<file path="src/rtl/apb_regfile_slave.sv">
// APB completer: DEPTH data-width registers, read-only ID at index 0, WAIT programmable wait states.
// Byte-lane write strobes (pstrb port) are present only when APB_PSTRB_EN is defined.
module apb_regfile_slave #(
  parameter int unsigned          ADDRWIDTH = 16,
  parameter int unsigned          DATAWIDTH = 16,
  parameter int unsigned          DEPTH     = 8,
  parameter int unsigned          WAIT      = 0,
  parameter logic [DATAWIDTH-1:0] ID        = 16'hA5B0
) (
  input  logic                   pclk,
  input  logic                   preset,
  input  logic                   psel,
  input  logic                   penable,
  input  logic [ADDRWIDTH-1:0]   paddr,
  input  logic                   pwrite,
  input  logic [DATAWIDTH-1:0]   pwdata,
`ifdef APB_PSTRB_EN
  input  logic [DATAWIDTH/8-1:0] pstrb,
`endif
  output logic [DATAWIDTH-1:0]   prdata,
  output logic                   pready,
  output logic                   pslverr
);

  localparam int unsigned NBYTES = DATAWIDTH / 8;
  localparam int unsigned OFFW   = $clog2(NBYTES);
  localparam int unsigned RIW    = $clog2(DEPTH);
  localparam int unsigned CW     = 4;
  localparam logic [ADDRWIDTH-1:0] ALIGN_MASK = ADDRWIDTH'(NBYTES - 1);

  typedef enum logic [1:0] {IDLE, SETUP_SEEN, ACCESS} state_e;

  state_e               state_q, state_d;
  logic [CW-1:0]        cnt_q, cnt_d;
  logic [ADDRWIDTH-1:0] addr_q, addr_d;
  logic                 write_q, write_d;
  logic [DATAWIDTH-1:0] wdata_q, wdata_d;
  logic [NBYTES-1:0]    strb_q, strb_d, strb_in_c;
  logic                 pready_q, pready_d;
  logic                 pslverr_q, pslverr_d;
  logic [DATAWIDTH-1:0] prdata_q, prdata_d;
  logic [DATAWIDTH-1:0] regs_q [DEPTH];

  logic [ADDRWIDTH-1:0] sel_addr_c, idx_c;
  logic                 sel_write_c, err_c, wr_en_c, load_resp_c;
  logic [RIW-1:0]       ridx_c;
  logic [DATAWIDTH-1:0] rdval_c, wmask_c;

`ifdef APB_PSTRB_EN
  assign strb_in_c = pstrb;
`else
  assign strb_in_c = '1;
`endif

  // Decode from the bus on the setup edge, from the latched transfer afterwards.
  always_comb begin
    sel_addr_c  = (state_q == IDLE) ? paddr  : addr_q;
    sel_write_c = (state_q == IDLE) ? pwrite : write_q;
    idx_c       = sel_addr_c >> OFFW;
    ridx_c      = RIW'(idx_c);
    err_c       = (idx_c >= ADDRWIDTH'(DEPTH)) ||
                  ((sel_addr_c & ALIGN_MASK) != '0) ||
                  (sel_write_c && (idx_c == '0));
    rdval_c     = (idx_c == '0) ? ID : regs_q[ridx_c];
    for (int unsigned b = 0; b < NBYTES; b++) begin
      wmask_c[b*8 +: 8] = {8{strb_q[b]}};
    end
  end

  // Transfer FSM: next state, wait counter and registered response.
  always_comb begin
    state_d     = state_q;
    cnt_d       = cnt_q;
    addr_d      = addr_q;
    write_d     = write_q;
    wdata_d     = wdata_q;
    strb_d      = strb_q;
    pready_d    = pready_q;
    pslverr_d   = pslverr_q;
    prdata_d    = prdata_q;
    wr_en_c     = 1'b0;
    load_resp_c = 1'b0;

    unique case (state_q)
      IDLE: begin
        pready_d  = 1'b0;
        pslverr_d = 1'b0;
        prdata_d  = '0;
        if (psel && !penable) begin
          state_d     = SETUP_SEEN;
          addr_d      = paddr;
          write_d     = pwrite;
          wdata_d     = pwdata;
          strb_d      = strb_in_c;
          cnt_d       = CW'(WAIT);
          load_resp_c = (WAIT == 0);
        end
      end
      SETUP_SEEN, ACCESS: begin
        if (!psel) begin
          state_d   = IDLE;
          cnt_d     = '0;
          pready_d  = 1'b0;
          pslverr_d = 1'b0;
          prdata_d  = '0;
        end else if (penable && pready_q) begin
          state_d   = IDLE;
          cnt_d     = '0;
          wr_en_c   = write_q && !err_c;
          pready_d  = 1'b0;
          pslverr_d = 1'b0;
          prdata_d  = '0;
        end else begin
          state_d = ACCESS;
          if (!pready_q) begin
            if (cnt_q != '0) cnt_d = cnt_q - CW'(1);
            load_resp_c = (cnt_q <= CW'(1));
          end
        end
      end
      default: state_d = IDLE;
    endcase

    if (load_resp_c) begin
      pready_d  = 1'b1;
      pslverr_d = err_c;
      prdata_d  = (err_c || sel_write_c) ? '0 : rdval_c;
    end
  end

  always_ff @(posedge pclk) begin
    if (preset) begin
      state_q   <= IDLE;
      cnt_q     <= '0;
      addr_q    <= '0;
      write_q   <= 1'b0;
      wdata_q   <= '0;
      strb_q    <= '0;
      pready_q  <= 1'b0;
      pslverr_q <= 1'b0;
      prdata_q  <= '0;
    end else begin
      state_q   <= state_d;
      cnt_q     <= cnt_d;
      addr_q    <= addr_d;
      write_q   <= write_d;
      wdata_q   <= wdata_d;
      strb_q    <= strb_d;
      pready_q  <= pready_d;
      pslverr_q <= pslverr_d;
      prdata_q  <= prdata_d;
    end
  end

  // Register file; entry 0 is never written since index 0 reads back ID.
  always_ff @(posedge pclk) begin
    if (preset) begin
      for (int unsigned i = 0; i < DEPTH; i++) regs_q[i] <= '0;
    end else if (wr_en_c) begin
      regs_q[ridx_c] <= (regs_q[ridx_c] & ~wmask_c) | (wdata_q & wmask_c);
    end
  end

  assign prdata  = prdata_q;
  assign pready  = pready_q;
  assign pslverr = pslverr_q;

endmodule
</file>
<file path="config.mk">
export PLATFORM = sky130hd
export DESIGN_NAME = apb_regfile_slave
export DESIGN_NICKNAME = d
export VERILOG_FILES = /design/src/rtl/apb_regfile_slave.sv
export SDC_FILE = /design/constraint.sdc
export NUM_CORES = 1
export LEC_CHECK = 0
export CAP_MARGIN = 0
export CORE_UTILIZATION = 45
export DETAILED_ROUTE_END_ITERATION = 8
export PLACE_DENSITY = 0.6
export REMOVE_ABC_BUFFERS = 1
export SETUP_SLACK_MARGIN = 0.2
export SLEW_MARGIN = 25
export SYNTH_ARGS = -nofsm -noshare
export SYNTH_HDL_FRONTEND = slang
export SYNTH_SLANG_ARGS = --single-unit
export TNS_END_PERCENT = 30
</file>
<file path="constraint.sdc">
create_clock -name pclk -period 4.84 [get_ports pclk]
set_input_delay 0.968 -clock pclk [delete_from_list [all_inputs] [get_ports pclk]]
set_output_delay 0.968 -clock pclk [all_outputs]
set_load 0.01 [all_outputs]
</file>
==> results of run 1 <==
-- cells in the final DEF, fill, tap and decap left out, types with 3 or more instances in the layout --
| cell type | Yosys | final |
|---|---|---|
| nor2_1 | 130 | 129 |
| edfxtp_1 | 128 | 128 |
| nand2_1 | 84 | 84 |
| mux2i_1 | 67 | 67 |
| dfxtp_1 | 58 | 58 |
| clkdlybuf4s50_1 | 0 | 53 |
| a21oi_1 | 45 | 45 |
| o22ai_1 | 32 | 32 |
| buf_4 | 1 | 30 |
| nand2b_1 | 24 | 24 |
| clkbuf_16 | 0 | 21 |
| nor3_1 | 17 | 17 |
| o31ai_2 | 14 | 14 |
| nor2_2 | 10 | 11 |
| inv_1 | 9 | 9 |
| o2111ai_1 | 9 | 9 |
| nand3_1 | 6 | 6 |
| or4b_1 | 5 | 5 |
| o21ai_0 | 5 | 5 |
| a211oi_1 | 5 | 5 |
| ha_1 | 5 | 5 |
| nor4_1 | 4 | 4 |
| o21ai_1 | 4 | 4 |
| inv_6 | 0 | 3 |
-- sequential cells by signal, summed over array words and instances, names as in the netlist, 2 cells and up --
register / flops
addr_q: 16
prdata: 16
wdata_q: 16
regs_q: 128
state_q: 2
cnt_q: 4
-- worst max-delay path by stage --
| stage | slack [ps] | from | depth (start not counted) | endpoint |
|---|---|---|---|---|
| final | 1020 | state_q[0] | 7 | regs_q[5][12] |
| after global routing | 870 | state_q[0] | 7 | regs_q[7][5] |
| after CTS | 1140 | state_q[0] | 8 | regs_q[4][1] |
| after detailed placement | 720 | paddr[15] | 7 | regs_q[7][9] |
| after global placement | 790 | paddr[7] | 7 | regs_q[7][12] |
| after floorplan | 1010 | paddr[1] | 4 | regs_q[0][0] |
-- through the flow --
stage                     util [%]  cell area (sq um)  hold slack, ps  setup WS (ps)  std cells
after floorplan                  -               8059           425.2           1011        694
after global placement       50.59               9119           437.2          794.5       1007
after detailed placement     50.59               9119           444.9          719.4       1007
after CTS                    54.02               9737           453.4           1142       1038
after global routing         54.14               9758           474.9          869.0       1038
final                        54.14               9758           454.2           1019       1038
-- layer usage --
layer / vias to the layer above / part of all wire (%) / track usage, %
met3: 26 / 5.3 / 3.399
met2: 198 / 49 / 39.44
met4: 0 / 2.2 / 8.394
met1: 2942 / 44 / 30.32
li1: 2783 / - / -
met5: - / 0 / 0
-- worst register-to-register path, stage by stage (launching register included) --
cell and delay [ps]:
dfxtp_1 320, inv_1 70, ha_1 730, nand4b_1 500
a21oi_2 540, or4b_1 490, buf_4 210, nand2b_1 580
-- where the power goes --
| part | switching (mW) | total, mW | internal, mW |
|---|---|---|---|
| clock | 0.610 | 1.43 | 0.815 |
| combinational | 0.319 | 0.496 | 0.177 |
| sequential | 0.0243 | 1.77 | 1.75 |
-- cells by family (layout without fill, tap and decap cells) --
logic type | after synthesis | count (layout) | synth area share (%)
compound gates | 132 | 132 | 11.55
xor+xnor | 2 | 2 | 0.2109
fa+ha+maj | 5 | 5 | 0.7530
buf+inv | 55 | 124 | 3.404
flops | 186 | 186 | 60.24
mux | 68 | 68 | 8.208
simple gates | 292 | 292 | 15.63
-- layout make-up --
type                    instances  area (sq um)  share of cell area, %
clock inverters                 8         65.06                 0.6668
flip-flops and latches        186          5005                  51.29
clock buffers                  23         553.0                  5.667
inverters                       9         33.78                 0.3462
repair buffers                 84         760.7                  7.796
multi-input cells             499          3054                  31.30
well taps                     229         286.5                  2.936
==> results.md, run 1 <==
- Status: complete, no violations
- TritonRoute pass-1 iters: 5
- Register area share after synthesis: 60.24%
- Reg-to-reg critical path startpoint: state_q[0]
- CP endpoint kind: flip-flop
- Data arrival time of the worst path: 3880 ps
- Detail Route Antenna Nets: 0
- Slew margin rel.: 36.77%
- Antenna violations before repair: 0
- HPWL after DPL: 14.08 mm
- DRC errors left: 0
- Hold depth: 2
- Top-area cell type share of the netlist area: 46.27%
- DR vias: ~5900
- Worst Path Required: 4900 ps
- Unrepaired setup endpoints after global routing: no
- Fin Setup TNS: 0 ps
- Leakage power: about 3.4 nW
- Fin crit share: 78.94%
- GPL Wtd Cong: 0.7843
- Post-Syn Instances: 740
- Clock root cell: clkbuf_16
- Crit path cell chain: inv_1 -> ha_1 -> nand4b_1 -> a21oi_2 -> or4b_1 -> buf_4 -> nand2b_1
- Final hold violations: 0
- Critical path buffers and inverters: 2
- Setup violators final: 0
- Filler cells: 1530
- Slew Limit Fails: 0
- Die area: 19010 sq um
- Largest net degree at the start of global routing: 62
- CP max-delay cell: ha_1
- Fmax: around 0.26 GHz
- Yosys warning count: 0
- Clk_lat worst skew: 430 ps
- Cell variety after synth: between 50 and 60
- Area Growth Syn to Fin: 17.45%
- Slowest cell delay on critical path: 730 ps
- First-pass GRT wire length: approximately 32 mm
- Syn_area_per_cell: approximately 11 sq um
- Clock transition at path regs: 70 ps
- CTS tree: yes
- Top_reg_cell synth: edfxtp_1
- Critical path startpoint category: flip-flop
- Final nets: 839
- DR WL/cell: 20.45 um
- Synth top cells by count: nor2_1 (130), edfxtp_1 (128), nand2_1 (84)
- H-Tree Depth: 4
- Hold buffer count at CTS: 0
- WHS Endpoint: wdata_q[11]
- Die Ht: between 100 and 150 um
- Deepest clock path buffer count: 2
- Post-cts resize count: 0
- Aggregate global routing overflow: 0
- Input/output buffers: 54
- Post-Syn Area: approximately 8300 sq um
- Reg2Reg Depth: 7
- Share of cells above drive strength 1: 12.36%
- Top post-synthesis cells by area: edfxtp_1 (46%), dfxtp_1 (14%), mux2i_1 (8.1%)
- Die Span X: 137.9 um
- Maximum clock skew at final layout: 9.007 ps
- Worst R2R End: regs_q[5][12]
- Overall power: between 3 and 4 mW
- Kind of critical path: reg2reg
- Post-CTS Setup Inserts: 0
- CTS Sinks: 186
- R2R Setup Slk: 1020 ps
- Worst hold start: wdata_q[11]
- Hold WC Path Type: reg2reg
- Worst-Margin Slew: 948.5 ps
- Synth async-reset ratio: 0%
- Max FO, Critical Path: 19
- Antenna cells: 0
- Power density cells: 378.7 nW/um^2
- Synth Register Bits: approximately 190
- Vias/cell: 5.731
- CP delay by family, top: simple AND/OR/NAND/NOR gates
- Final wirelength: about 21 mm
- TritonCTS buffer count: 17
- Top-count cell post-synth: nor2_1
- Worst VDD drop: 0.2074 mV
- Number of synthesized flops with an enable pin: roughly 130
- Yosys top cell by area: edfxtp_1
- I/O pins: 55
- Fin crit period: 3821 ps
- Vias in the first global route: 5546
- Initial drt markers: between 400 and 500
- Placement Rows: 49
- Core area: 18020 sq um
- Max-cap violations: 0
- Gr usage total: a little under a quarter
- Starting density of the core: 46.09%
No activity file was read; power rests on OpenSTA's default activity.
==> run 2, diff against run 1 <==
--- a/config.mk
+++ b/config.mk
@@ -8,7 +8,7 @@
 export CAP_MARGIN = 0
 export CORE_UTILIZATION = 45
 export DETAILED_ROUTE_END_ITERATION = 8
-export PLACE_DENSITY = 0.6
+export PLACE_DENSITY = 0.63
 export REMOVE_ABC_BUFFERS = 1
 export SETUP_SLACK_MARGIN = 0.2
 export SLEW_MARGIN = 25
==> constraint.sdc (replaced) <==
create_clock -name pclk -period 3.5 [get_ports pclk]
set_input_delay 0.7 -clock pclk [delete_from_list [all_inputs] [get_ports pclk]]
set_output_delay 0.7 -clock pclk [all_outputs]
set_load 0.01 [all_outputs]
==> results.md, run 2 (synthesis gave the netlist of run 1 again) <==
- Critical path buffers and inverters: 1 (-1)
- Clock transition at path regs: 70 ps (about the same)
- Worst Path Required: 3850 ps (-1050 ps)
- Max-cap violations: 0 (unchanged)
- Fin crit period: 3097 ps (-724.4 ps)
- Die Span X: 137.9 um (unchanged)
- CP endpoint kind: flip-flop
- DRC errors left: 0 (unchanged)
- GPL Wtd Cong: 0.7841 (about the same)
- Unrepaired setup endpoints after global routing: no
- WHS Endpoint: wdata_q[14]
- CP delay by family, top: compound AO/OA/AOI/OAI gates
- Initial drt markers: 432 (-3.4%)
- CTS tree: yes
- Leakage power: 3.560 nW (+4.6%)
- Worst-Margin Slew: 771.7 ps (-176.8 ps)
- Cell total after placement: 1035 (+2.8%)
- Power density cells: 512.1 nW/um^2 (+35%)
- Share of cells above drive strength 1: 15.27% (+2.9 points)
- Max FFs per register: 128 (unchanged)
- Slew Limit Fails: 0 (unchanged)
- Aggregate global routing overflow: 0 (unchanged)
- Gr usage total: 22.87% (-0.42 points)
- Reg2Reg Depth: 7 (unchanged)
- Antenna cells: 0 (unchanged)
- CP max-delay cell: ha_1
- Worst VDD drop: 0.3033 mV (+46%)
- WHS: 454.2 ps (-0.02100 ps)
- Placement Rows: 49 (unchanged)
- Clk_lat worst skew: 430 ps (about the same)
- Worst R2R End: prdata[8]
- Die area: 19010 sq um (unchanged)
- Hold depth: 2 (unchanged)
- Vias in the first global route: 5919 (+6.7%)
- Detail Route Antenna Nets: 0 (unchanged)
- Max FO, Critical Path: 16 (-3)
- Post-layout worst setup margin: 403.5 ps (-615.6 ps)
- Slew margin rel.: 48.36% (+12 points)
- Clock root cell: clkbuf_16
- Status: complete, no violations
- Dpl ws: 171.5 ps (-547.9 ps)
- Area Growth Syn to Fin: 20.54%
- Largest reg by FF count: regs_q
- TritonCTS buffer count: 17 (unchanged)
- Maximum clock skew at final layout: 12.70 ps (+3.692 ps)
- Commonest non-fill, non-tap cell in the layout: nor2_1
- DR WL/cell: 19.37 um (-5.3%)
- Die Ht: 137.9 um (unchanged)
- HPWL after DPL: 14.25 mm (+1.2%)
- Setup violators final: 0 (unchanged)
- DR vias: 6010 (+1.0%)
- Worst hold start: wdata_q[14]
- Antenna violations before repair: 0 (unchanged)
- CTS Sinks: 186 (unchanged)
- Kind of critical path: reg2reg
- H-Tree Depth: 4 (unchanged)
- First-pass GRT wire length: 31.66 mm (-0.71%)
- Input/output buffers: 54 (unchanged)
- TritonRoute pass-1 iters: 5 (unchanged)
- Final wirelength: 20.67 mm (-2.7%)
- Core area: 18020 sq um (unchanged)
- Commonest non-fill, non-tap cells in the layout: nor2_1 (129), edfxtp_1 (128), nand2_1 (84), mux2i_1 (67), dfxtp_1 (58)
- Non-filler instance count after layout: 1067 (+2.8%)
- Starting density of the core: 46.09% (unchanged)
- Critical path startpoint category: flip-flop
- Overall power: 5.129 mW (+39%)
- Largest net degree at the start of global routing: 62 (unchanged)
- Crit path cell chain: inv_1 -> ha_1 -> nand3b_1 -> o32a_1 -> a211oi_4 -> nand3b_2 -> o21ai_0
- Deepest clock path buffer count: 2 (unchanged)
- Vias/cell: 5.633 (-1.7%)
- Reg-to-reg critical path startpoint: state_q[0]
- Fmax: 0.3229 GHz (+23%)
- I/O pins: 55 (unchanged)
- Fin crit share: 88.47% (+9.5 points)
- Hold WC Path Type: reg2reg
- Slowest cell delay on critical path: 640 ps (-90 ps)
- R2R Setup Slk: 400 ps (-620 ps)
- Final nets: 867 (+3.3%)
- Final hold violations: 0 (unchanged)
- Data arrival time of the worst path: 3440 ps (-440 ps)
run 2: cell types whose count changed in the layout (fill, tap and decap cells not counted), moves of 2 or more:
cell,change
buf_12,+5
buf_4,+23
clkbuf_8,-2
inv_4,+3
run 2: worst max-delay path by stage:
| stage | from | to | slack (ps) | cells after the start |
|---|---|---|---|---|
| finish | state_q[0] | prdata[8] | 400 | 7 |
| global route | state_q[0] | prdata[8] | 240 | 7 |
| CTS | state_q[0] | regs_q[0][6] | 380 | 7 |
| detailed placement | paddr[4] | regs_q[1][14] | 170 | 7 |
| global placement | paddr[4] | regs_q[1][10] | 210 | 7 |
| floorplan | state_q[0] | regs_q[0][0] | -320 | 6 |
run 2: what timing repair did:
action	in CTS	in global routing
hold buffers	0	0
setup endpoints to repair	0	8
buffers inserted	0	0
gates resized for setup	0	1
run 2: tightest hold or removal path, stage by stage (launching register included):
cell and delay (ps):
dfxtp_1 300, nand2_1 50, a21oi_1 50
run 2: area by class of cell:
cell class,count,area [sq um]
inverter,9,33.78
fill,1547,8010
multi-input combinational,499,3042
sequential,186,5005
timing repair buffer,112,1033
tap,229,286.5
clock inverter,10,85.08
clock buffer,22,529.3
run 2: stage by stage:
step / cell area (sq um) / util (%) / setup TNS [ps]
floorplan: 8059 / - / -20300
global placement: 9392 / 52.10 / 0
detailed placement: 9392 / 52.10 / 0
CTS: 10010 / 55.51 / 0
global route: 10010 / 55.56 / 0
finish: 10010 / 55.56 / 0
run 2: power breakdown:
| group | total (mW) | internal (mW) | switching, mW | leakage [nW] |
|---|---|---|---|---|
| Combinational | 0.718 | 0.280 | 0.438 | 1.46 |
| Sequential | 2.45 | 2.42 | 0.0327 | 1.79 |
| Clock | 1.96 | 1.12 | 0.835 | 0.312 |
| Total | 5.13 | 3.82 | 1.31 | 3.56 |
run 2: per-layer routing:
layer  vias to the layer above  GRT usage (%)  share of wire [%]
li1                       2840              -                  -
met1                      2956          30.12                 43
met2                       183          37.75                 50
met3                        31          3.509                5.0
met4                         0          9.179                2.1
met5                         -              0                  0
==> run 3, diff against run 2 <==
--- a/config.mk
+++ b/config.mk
@@ -6,6 +6,7 @@
 export NUM_CORES = 1
 export LEC_CHECK = 0
 export CAP_MARGIN = 0
+export CORE_MARGIN = 10
 export CORE_UTILIZATION = 45
 export DETAILED_ROUTE_END_ITERATION = 8
 export PLACE_DENSITY = 0.63
==> results.md, run 3 (synthesis gave the netlist of run 1 again) <==
- Clock transition at path regs: 60 ps (about the same)
- Kind of critical path: reg2reg
- Filler cells: 1515 (-2.1%)
- Max FO, Critical Path: 12 (-4)
- Maximum clock skew at final layout: 8.269 ps (-4.430 ps)
- R2R Setup Slk: 570 ps (+160 ps)
- Commonest non-fill, non-tap cells in the layout: nor2_1 (129), edfxtp_1 (128), nand2_1 (84), mux2i_1 (67)
- Fin crit share: 83.84% (-4.6 points)
- Vias in the first global route: 5881 (-0.64%)
- Final wirelength: 21.30 mm (+3.1%)
- Starting density of the core: 45.94% (-0.16 points)
- CTS tree: yes
- Data arrival time of the worst path: 3060 ps (-380 ps)
- Status: complete, no violations
- Hold buffer count at CTS: 0 (unchanged)
- Reg-to-reg critical path startpoint: state_q[1]
- WHS Endpoint: wdata_q[11]
- TritonCTS buffer count: 17 (unchanged)
- Hold depth: 2 (unchanged)
- Setup violators final: 0 (unchanged)
- Post-cts resize count: 0 (unchanged)
- Worst Path Required: 3630 ps (-220 ps)
- Die Ht: 155.9 um (+13%)
- Max-cap violations: 0 (unchanged)
- Antenna violations before repair: 0 (unchanged)
- Core area: 18090 sq um (+0.34%)
- HPWL after DPL: 14.65 mm (+2.8%)
- Share of cells above drive strength 1: 15.18% (-0.091 points)
- Clk_lat worst skew: 430 ps (about the same)
- CP endpoint kind: flip-flop
- Die Span X: 155.9 um (+13%)
- Worst R2R End: regs_q[3][5]
- Slew Limit Fails: 0 (unchanged)
- Deepest clock path buffer count: 2 (unchanged)
- Area Growth Syn to Fin: 20.03%
- DR WL/cell: 19.87 um (+2.6%)
- Final nets: 872 (+0.58%)
- Unrepaired setup endpoints after global routing: no
- DR vias: 6012 (+0.033%)
- Gr usage total: 17.49% (-5.4 points)
- Largest reg by FF count: regs_q
- Aggregate global routing overflow: 0 (unchanged)
- Die area: 24300 sq um (+28%)
- Slew margin rel.: 53.80% (+5.4 points)
- Max FFs per register: 128 (unchanged)
- Vias/cell: 5.608 (-0.43%)
- Input/output buffers: 54 (unchanged)
- Placement Rows: 49 (unchanged)
- Initial drt markers: 566 (+31%)
- Fmax: 0.3408 GHz (+5.5%)
- TritonRoute pass-1 iters: 5 (unchanged)
- I/O pins: 55 (unchanged)
- Fin Setup TNS: 0 ps (unchanged)
- Worst-Margin Slew: 689.8 ps (-81.87 ps)
- Detail Route Antenna Nets: 0 (unchanged)
- CTS Sinks: 186 (unchanged)
- H-Tree Depth: 4 (unchanged)
- Final hold violations: 0 (unchanged)
- Largest net degree at the start of global routing: 62 (unchanged)
- GPL Wtd Cong: 0.8487 (+8.2%)
- Fin crit period: 2935 ps (-162.0 ps)
- Reg2Reg Depth: 9 (+2)
- Critical path startpoint category: flip-flop
- Clock root cell: clkbuf_16
- WHS: 448.7 ps (-5.493 ps)
- Antenna cells: 0 (unchanged)
- First-pass GRT wire length: 32.73 mm (+3.4%)
- DRC errors left: 0 (unchanged)
- Leakage power: 3.540 nW (-0.56%)
- Power density cells: 496.4 nW/um^2 (-3.1%)
- Post-CTS Setup Inserts: 0 (unchanged)
- Commonest non-fill, non-tap cell in the layout: nor2_1
- Worst VDD drop: 0.2191 mV (-28%)
- Hold WC Path Type: reg2reg
- Worst hold start: wdata_q[11]
## run 3: cell type report
| type | count | area [sq um] | share of cell area, % |
|---|---|---|---|
| Tap cell | 229 | 286.5 | 2.873 |
| Timing Repair Buffer | 117 | 1071 | 10.74 |
| Inverter | 9 | 33.78 | 0.3388 |
| Clock inverter | 9 | 75.07 | 0.7528 |
| Sequential cell | 186 | 5005 | 50.19 |
| Multi-Input combinational cell | 499 | 3033 | 30.41 |
| Clock buffer | 23 | 467.9 | 4.693 |
## run 3: through the flow
step	worst slack, ps	util [%]	cells	power [mW]	area [sq um]
floorplan	-317.2	-	694	2.888	8059
global placement	270.8	52.13	1040	3.188	9429
detailed placement	260.7	52.13	1040	3.204	9429
CTS	603.3	55.14	1072	4.971	9972
global route	390.0	55.14	1072	5.126	9972
finish	565.5	55.14	1072	4.950	9972
## run 3: worst max path at each step
| stage | from | to | slack, ps | depth (start not counted) |
|---|---|---|---|---|
| after detailed placement | psel | regs_q[1][13] | 260 | 6 |
| final | state_q[1] | regs_q[3][5] | 570 | 9 |
| after global routing | state_q[1] | regs_q[2][4] | 390 | 10 |
| after CTS | state_q[1] | regs_q[3][5] | 600 | 9 |
| after global placement | paddr[4] | regs_q[2][5] | 270 | 7 |
| after floorplan | state_q[0] | regs_q[0][0] | -320 | 6 |
## run 3: where the power goes
part	internal, mW	switching [mW]	leakage, nW	total (mW)
Sequential	2.42	0.0326	1.79	2.45
Combinational	0.281	0.430	1.48	0.711
Clock	1.01	0.777	0.270	1.79
Total	3.71	1.24	3.54	4.95
## run 3: critical path: stages (launching register included)
cell and delay [ps]:
dfxtp_1 360, inv_1 50, ha_1 360, buf_4 260, nor2_1 100, nand3_1 230, a21oi_2 370, or4b_1 490
nand2b_1 170, buf_4 220
## run 3: routing by layer
metal	vias to the layer above	share of wire, %	GRT usage [%]
li1	2853	-	-
met1	2938	43	21.94
met2	188	49	28.96
met3	33	6.2	3.667
met4	0	2.0	6.924
met5	-	0	0
